**config.mk**
```make
export PLATFORM = sky130hd
export DESIGN_NAME = io_uart_tx
export DESIGN_NICKNAME = d
export VERILOG_FILES = /design/src/rtl/io_uart_tx.sv
export SDC_FILE = /design/constraint.sdc
export NUM_CORES = 1
export LEC_CHECK = 0
export CAP_MARGIN = 20
export CORE_ASPECT_RATIO = 0.6
export CORE_MARGIN = 10
export CORE_UTILIZATION = 35
export DETAILED_ROUTE_END_ITERATION = 10
export PLACE_DENSITY = 0.5
export SYNTH_ARGS = -nofsm -noshare
export SYNTH_HDL_FRONTEND = slang
export SYNTH_SLANG_ARGS = --single-unit
```
**constraint.sdc**
```tcl
create_clock -name clk -period 3.7 [get_ports clk]
set_clock_uncertainty 0.15 [all_clocks]
set_input_delay 1.11 -clock clk [delete_from_list [all_inputs] [get_ports clk]]
set_output_delay 1.11 -clock clk [all_outputs]
set_load 0.02 [all_outputs]
```
**src/rtl/io_uart_tx.sv**
```systemverilog
// io_uart_tx: FIFO-buffered 8N1 serial transmitter with back-pressure and a sticky overrun flag.
// Optional even-parity bit between data and stop when UART_TX_PARITY_EN is defined.
module io_uart_tx #(
   parameter int FIFO_AW  = 4,
   parameter int BAUD_DIV = 434
) (
   input  logic       clk,
   input  logic       rst,
   input  logic [7:0] uart_io_char,
   input  logic       uart_io_we,
   output logic       uart_io_full,
   output logic       tx,
   output logic       tx_busy,
   output logic       tx_fifo_overrun
);

   localparam int               DEPTH     = 2 ** FIFO_AW;
   localparam logic [FIFO_AW:0] FULL_CNT  = (FIFO_AW + 1)'(DEPTH);
   localparam logic [FIFO_AW:0] CNT_ONE   = (FIFO_AW + 1)'(1);
   localparam logic [FIFO_AW-1:0] PTR_ONE = FIFO_AW'(1);
   localparam logic [15:0]      BAUD_LAST = 16'(BAUD_DIV - 1);

   typedef enum logic [2:0] {
      S_IDLE   = 3'd0,
      S_START  = 3'd1,
      S_DATA   = 3'd2,
`ifdef UART_TX_PARITY_EN
      S_PARITY = 3'd3,
`endif
      S_STOP   = 3'd4
   } state_t;

   function automatic logic parity8(input logic [7:0] b);
      return ^b;
   endfunction

   logic [7:0]         mem_q [DEPTH];
   logic [FIFO_AW-1:0] wptr_q, rptr_q;
   logic [FIFO_AW:0]   count_q, count_d;
   logic               full_q, overrun_q, busy_q, tx_q, tx_d;
   state_t             state_q, state_d;
   logic [7:0]         sh_q, sh_d;
   logic [15:0]        baud_q, baud_d;
   logic [2:0]         bit_q, bit_d;
   logic               push_s, pop_s, baud_tc_s;
`ifdef UART_TX_PARITY_EN
   logic               par_q, par_d;
`endif

   assign push_s    = uart_io_we & ~full_q;
   assign baud_tc_s = (baud_q == BAUD_LAST);

   // FIFO occupancy after this cycle's push and pop
   always_comb begin
      count_d = count_q;
      if (push_s && !pop_s) begin
         count_d = count_q + CNT_ONE;
      end else if (!push_s && pop_s) begin
         count_d = count_q - CNT_ONE;
      end else begin
         count_d = count_q;
      end
   end

   // Serializer next state; a pop always loads the shift register and restarts the baud count
   always_comb begin
      state_d = state_q;
      sh_d    = sh_q;
      baud_d  = baud_q;
      bit_d   = bit_q;
      pop_s   = 1'b0;
`ifdef UART_TX_PARITY_EN
      par_d   = par_q;
`endif
      case (state_q)
         S_IDLE: begin
            if (count_q != '0) begin
               pop_s   = 1'b1;
               sh_d    = mem_q[rptr_q];
`ifdef UART_TX_PARITY_EN
               par_d   = parity8(mem_q[rptr_q]);
`endif
               baud_d  = 16'd0;
               state_d = S_START;
            end else begin
               state_d = S_IDLE;
            end
         end
         S_START: begin
            if (baud_tc_s) begin
               baud_d  = 16'd0;
               bit_d   = 3'd0;
               state_d = S_DATA;
            end else begin
               baud_d  = baud_q + 16'd1;
            end
         end
         S_DATA: begin
            if (baud_tc_s) begin
               baud_d = 16'd0;
               if (bit_q == 3'd7) begin
`ifdef UART_TX_PARITY_EN
                  state_d = S_PARITY;
`else
                  state_d = S_STOP;
`endif
               end else begin
                  sh_d  = {1'b0, sh_q[7:1]};
                  bit_d = bit_q + 3'd1;
               end
            end else begin
               baud_d = baud_q + 16'd1;
            end
         end
`ifdef UART_TX_PARITY_EN
         S_PARITY: begin
            if (baud_tc_s) begin
               baud_d  = 16'd0;
               state_d = S_STOP;
            end else begin
               baud_d  = baud_q + 16'd1;
            end
         end
`endif
         S_STOP: begin
            if (baud_tc_s) begin
               baud_d = 16'd0;
               if (count_q != '0) begin
                  pop_s   = 1'b1;
                  sh_d    = mem_q[rptr_q];
`ifdef UART_TX_PARITY_EN
                  par_d   = parity8(mem_q[rptr_q]);
`endif
                  state_d = S_START;
               end else begin
                  state_d = S_IDLE;
               end
            end else begin
               baud_d = baud_q + 16'd1;
            end
         end
         default: begin
            state_d = S_IDLE;
         end
      endcase
   end

   // Line level follows the state being entered so tx stays a clean register output
   always_comb begin
      tx_d = 1'b1;
      case (state_d)
         S_START:  tx_d = 1'b0;
         S_DATA:   tx_d = sh_d[0];
`ifdef UART_TX_PARITY_EN
         S_PARITY: tx_d = par_d;
`endif
         default:  tx_d = 1'b1;
      endcase
   end

   // Control and status registers
   always_ff @(posedge clk) begin
      if (rst) begin
         state_q   <= S_IDLE;
         sh_q      <= 8'd0;
         baud_q    <= 16'd0;
         bit_q     <= 3'd0;
         wptr_q    <= '0;
         rptr_q    <= '0;
         count_q   <= '0;
         full_q    <= 1'b0;
         overrun_q <= 1'b0;
         busy_q    <= 1'b0;
         tx_q      <= 1'b1;
`ifdef UART_TX_PARITY_EN
         par_q     <= 1'b0;
`endif
      end else begin
         state_q   <= state_d;
         sh_q      <= sh_d;
         baud_q    <= baud_d;
         bit_q     <= bit_d;
         wptr_q    <= push_s ? (wptr_q + PTR_ONE) : wptr_q;
         rptr_q    <= pop_s ? (rptr_q + PTR_ONE) : rptr_q;
         count_q   <= count_d;
         full_q    <= (count_d == FULL_CNT);
         overrun_q <= overrun_q | (uart_io_we & full_q);
         busy_q    <= (state_q != S_IDLE) | (count_q != '0);
         tx_q      <= tx_d;
`ifdef UART_TX_PARITY_EN
         par_q     <= par_d;
`endif
      end
   end

   // FIFO storage; contents are don't-care once count is cleared
   always_ff @(posedge clk) begin
      if (!rst && push_s) begin
         mem_q[wptr_q] <= uart_io_char;
      end
   end

   assign uart_io_full    = full_q;
   assign tx              = tx_q;
   assign tx_busy         = busy_q;
   assign tx_fifo_overrun = overrun_q;

endmodule

```
-- After elaboration in Yosys (flattened, before gate mapping)
Memories as Yosys holds them, arrays and structs flattened. A register that Yosys moved wholly into a read port is not among the register bits.
Cells that the tools add are included.
- bits in registers: 47
- memories: 1
- output and inout bits: 4
- word-level logic and storage cells: 81
- input port bits: 11
- RAM bits: 128
- bitwise logic cells: 5
- multiplexer cells: 28
- add/subtract/negate cells: 6
- reduce and logical (&&, ||, !) cells: 16
- eq/ne operators: 13
- memory list (name ; depth ; width ; rd ports ; clocked after memory_dff ; write ports ; RTL line ; RTL):
    mem_q ; 16 ; 8 ; 1 ; 1 ; 1 ; 37 ; logic [7:0] mem_q [DEPTH];
- operators with widths (kind ; number):
    16-bit 2-to-1 mux ; 2
    8-bit 2-to-1 mux ; 4
    16-bit one-hot mux with 2 select lines ; 1
    8-bit one-hot mux with 3 select lines ; 1
    3-bit 2-to-1 mux ; 7
    16-bit by 1-bit adder with 16-bit output, second input constant ; 1
    16-bit by 9-bit == test with 1-bit output, second input constant ; 1
    3-bit one-hot mux with 4 select lines ; 1
    5-bit 2-to-1 mux ; 2
    2-bit != test, second input constant ; 5
    4-bit by 1-bit adder with 4-bit output, second input constant ; 2
    4-bit 2-to-1 mux ; 2
    4-bit AND reduction ; 2
    3-bit by 1-bit == test with 1-bit output, second input constant ; 2
    3-bit by 2-bit == test with 1-bit output, second input constant ; 2
    3-bit == test, second input constant ; 2
    3-bit one-hot mux with 2 select lines ; 1
    3-bit nonzero test ; 2
    5-bit by 1-bit adder with 5-bit output, second input constant ; 1
    5-bit == test, second input constant ; 1
    1-bit 2-to-1 mux ; 5
    5-bit nonzero test ; 1
    5-bit by 1-bit subtractor with 5-bit output, second input constant ; 1
    1-bit one-hot mux with 2 select lines ; 2
    other kinds (10) ; 17

-- Depth between registers and ports, before layout
- depth in word-level cells: 8
- gate-level depth with buffers: 10
- depth with buffers taken out: 8

-- Least setup slack after synthesis
Ideal clock, no wire load.
- path kind: in2reg
- from: in uart_io_we
- to: mem mem_q[3][0], enable pin
- required time: 3.180 ns
- data arrival time: 2.127 ns
- setup slack: 1.053 ns
- path buffers: 1
- setup time: 0.370 ns
- stages on the path: 4
- path through: nor2b_1 buf_1 nand2_1 nor2_1
- longest elaborated chain between the ends: 4
- RTL lines (element ; RTL line ; RTL):
    from (decl) ; 10 ; input logic uart_io_we,
    1-bit AND ; 50 ; assign push_s = uart_io_we & ~full_q;
    1-bit logical AND ; 198 ; if (!rst && push_s) begin
    1-bit 2-to-1 mux ; 198 ;
    1-bit 2-to-1 mux (implied by the code) ; 199 ; mem_q[wptr_q] <= uart_io_char;
    to (decl) ; 37 ;
Every way passes these cells.

-- Worst setup path in the final report
- from: in uart_io_we
- to: reg full_q, in the netlist uart_io_full
- longest elaborated chain between the ends: 6
- elaborated cells on any way between the ends: 7
- those cells by class: eq/ne (1); mux (2); bitwise (1); reduce/logical (3)
- RTL lines (element ; RTL line ; RTL):
    1-bit AND (*) ; 50 ;
    1-bit logical NOT ; 58 ; end else if (!push_s && pop_s) begin
    1-bit logical AND ; 58 ;
    5-bit 2-to-1 mux ; 58 ;
    5-bit 2-to-1 mux (*) ; 56 ; if (push_s && !pop_s) begin
    5-bit == test (*) ; 186 ; full_q <= (count_d == FULL_CNT);
    to (signal assigned) ; 186 ;
    to (decl) ; 40 ; logic full_q, overrun_q, busy_q, tx_q, tx_d;
Mark *: on every way between the ends. The rest lies on a longest branch, timed or not.
A chain may end at the register's enable or synchronous reset.

==> results.yml <==
timing:
  slew_violations: 0
  post-route-period-util_pct: 76.5
  hold_ws_ns: 0.309
  worst_pin_slew_ns: 0.763
  period_minus_slack_ns: 2.83
  rsz0062_at_grt: "false"
  fmax_mhz: 353
  finalHoldViolCount: 0
  finalSetupViolCount: 0
  finalSetupTns_ns: 0
  maxSlewHeadroom_pct: 49.1
worst_setup_path:
  reg2reg_from: "count_q[0]$_SDFF_PP0_"
  critPathMaxFanout: 11
  worstPathCellList: "clkdlybuf4s50_1 -> nor2b_1 -> buf_4 -> nor4b_1 -> nor3b_1 -> nor3_1 -> mux2i_1 -> a2111oi_2"
  crit_slowest_cell: "clkdlybuf4s50_1"
  arrival_ns: 3.01
  endpoint_kind: "flip-flop"
  r2r_cells: 8
  worstPathRequired_ns: 3.88
  crit_path_start_kind: "input pin"
  path_class: "in -> reg"
  slowest_delay_ns: 0.45
  r2r-end: "uart_io_full$_SDFF_PP0_"
  rrSetupSlack_ns: 1.03
cts:
  clk_pin_slew_ns: 0.07
  post_cts_resized: 0
  cts_made_buffers: 17
  cts.sinks: 179
  clk_path_buf_depth: 2
  cts_max_level: 4
  cts_tree: "built"
  root_buffer: "clkbuf_16"
  clkLatencyLatePin_ns: 0.42
  ctsHoldBuffers: 0
  cts_setup_buffers: 0
grt:
  track_usage_pct: 11.9
  grt_pass1_vias: 4073
  grt_max_degree: 24
  antenna_found_initial: 0
  grt_pass1_wl_mm: 24.8
  grt_remaining_overflow: 0
synthesis:
  ys.warnings.count: 0
  yosys_register_bits: 179
  synth_cell_types: 48
  syn_area_mm2: 0.00740
  synthArstFlopShare_pct: 0
  synth-edff-count: 128
  syn_avg_cell_area_um2: 15.1
  syn_nets: 512
  seq_area_frac_synth_pct: 65.7
  synth_cells: 489
  synthFlopType: "edfxtp_1"
pwr:
  leakagePower_nw: 2.82
  sw_frac_of_total_pct: 29.6
  switchingPower_mw: 1.63
  seqPwrFrac_pct: 45.0
  vdd_ir_drop_max_mv: 0.312
  p_int_mw: 3.86
  combPwrFrac_pct: 22.7
  pwr-share-clk_pct: 32.3
  power.density_mw_per_mm2: 639
finish:
  mostFrequentLayoutCells: "edfxtp_1 (128), nor2_1 (52), dfxtp_1 (50)"
  num_antenna_cells: 0
  final_cell_count_no_fill: 820
  layout_commonest_cell: "edfxtp_1"
  design_area_mm2: 0.00859
  fin_nets: 551
  fin_util_pct: 41.1
  area_growth_pct: 16.1
  drive_gt1_share_pct: 20.3
worst_hold_path:
  hold_depth: 2
  hold_end: "bit_q[2]$_SDFFE_PP0P_"
  hold_start: "bit_q[2]$_SDFFE_PP0P_"
  worstHoldPathType: "reg -> reg"
placed_design:
  place.gp.congestion: 0.771
  place_inst: 788
  numPortBuffers: 14
  dp_hpwl_mm: 11.2
  dpl-instance-area_mm2: 0.00800
floorplan:
  core_area_mm2: 0.0209
  die_w_um: 208
  initial_core_util_pct: 35.4
  die_area_mm2: 0.0275
  die_y_um: 133
  rows: 41
  num_io_pins: 15
drt:
  routed_wl_mm: 15.9
  ant_nets: 0
  drc: 0
  routedWlPerCell_um: 19.4
  drt_iter0_markers: 287
  first_pass_iters: 5
  vias: 4152
  viasPerCell: 5.06
job:
  cap_viol_max_count: 0
run_status:
  outcome: "complete, no violations"
[cells by family after synthesis]
group / Yosys count / synth area share, %
xor+xnor: 23 / 2.72
buf+inv: 34 / 2.03
mux: 44 / 12.7
compound gates: 53 / 4.62
simple gates: 142 / 9.87
fa+ha+maj: 14 / 2.30
flops: 179 / 65.7
[worst max path at each step]
| stage | start | to | depth (start not counted) |
|---|---|---|---|
| final | uart_io_we | uart_io_full$_SDFF_PP0_ | 8 |
| after global routing | uart_io_we | uart_io_full$_SDFF_PP0_ | 8 |
| after CTS | uart_io_we | uart_io_full$_SDFF_PP0_ | 8 |
| after detailed placement | uart_io_we | uart_io_full$_SDFF_PP0_ | 8 |
| after global placement | uart_io_we | uart_io_full$_SDFF_PP0_ | 7 |
| after floorplan | uart_io_we | mem_q[3][0]$_DFFE_PP_ | 4 |
[power groups by stage]
stage	sequential, mW	clock, mW	combinational, mW
floorplan	2.43	0	0.964
global placement	2.51	0	1.24
detailed placement	2.52	0	1.25
CTS	2.48	1.81	1.26
global route	2.50	1.89	1.39
finish	2.47	1.77	1.25
[Yosys cell counts (8+ instances only)]
cell type / n / area [µm²]
dfxtp_1: 51 / 1020
edfxtp_1: 128 / 3840
mux4_2: 40 / 901
xor2_1: 16 / 140
nand2_1: 26 / 97.6
nor2_1: 52 / 195
inv_1: 10 / 37.5
ha_1: 12 / 150
nor3_1: 8 / 40.0
buf_2: 9 / 45.0
a21oi_1: 25 / 125
nand3_1: 11 / 55.1
[worst max-delay path, delay by kind of cell]
kind | cells | cell delay (ns)
AO/OA/AOI/OAI | 1 | 0.21
AND/OR/NAND/NOR | 4 | 0.90
buffers and inverters | 2 | 0.62
multiplexers | 1 | 0.17
[routing by layer]
| layer | up-vias | global-route usage [%] | wire [µm] |
|---|---|---|---|
| li1 | 1955 | - | - |
| met1 | 2109 | 18.8 | 8970 |
| met2 | 80 | 14.7 | 6090 |
| met3 | 8 | 3.24 | 752 |
| met4 | 0 | 3.97 | 137 |
| met5 | - | 0 | 0 |
[area by class of cell]
cell class | instances | area [µm²]
clock buffer | 17 | 425
clock inverter | 15 | 160
fill | 1905 | 12300
inverter | 10 | 37.5
multi-input combinational | 276 | 2380
sequential | 179 | 4870
tap | 279 | 349
timing repair buffer | 44 | 365
[metrics by stage]
step	total power, mW	setup WS [ns]
after floorplan	3.39	1.05
after global placement	3.75	0.528
final	5.49	0.871
after CTS	5.54	0.911
after detailed placement	3.77	0.444
after global routing	5.79	0.679
[registers in the layout (all words and copies together), names as in the netlist, named ones only]
signal	count
count_q	5
state_q	3
mem_q	128
tx	1
tx_busy	1
bit_q	3
uart_io_full	1
sh_q	8
wptr_q	4
tx_fifo_overrun	1
rptr_q	4
baud_q	16
No activity file was read; power rests on OpenSTA's default activity.
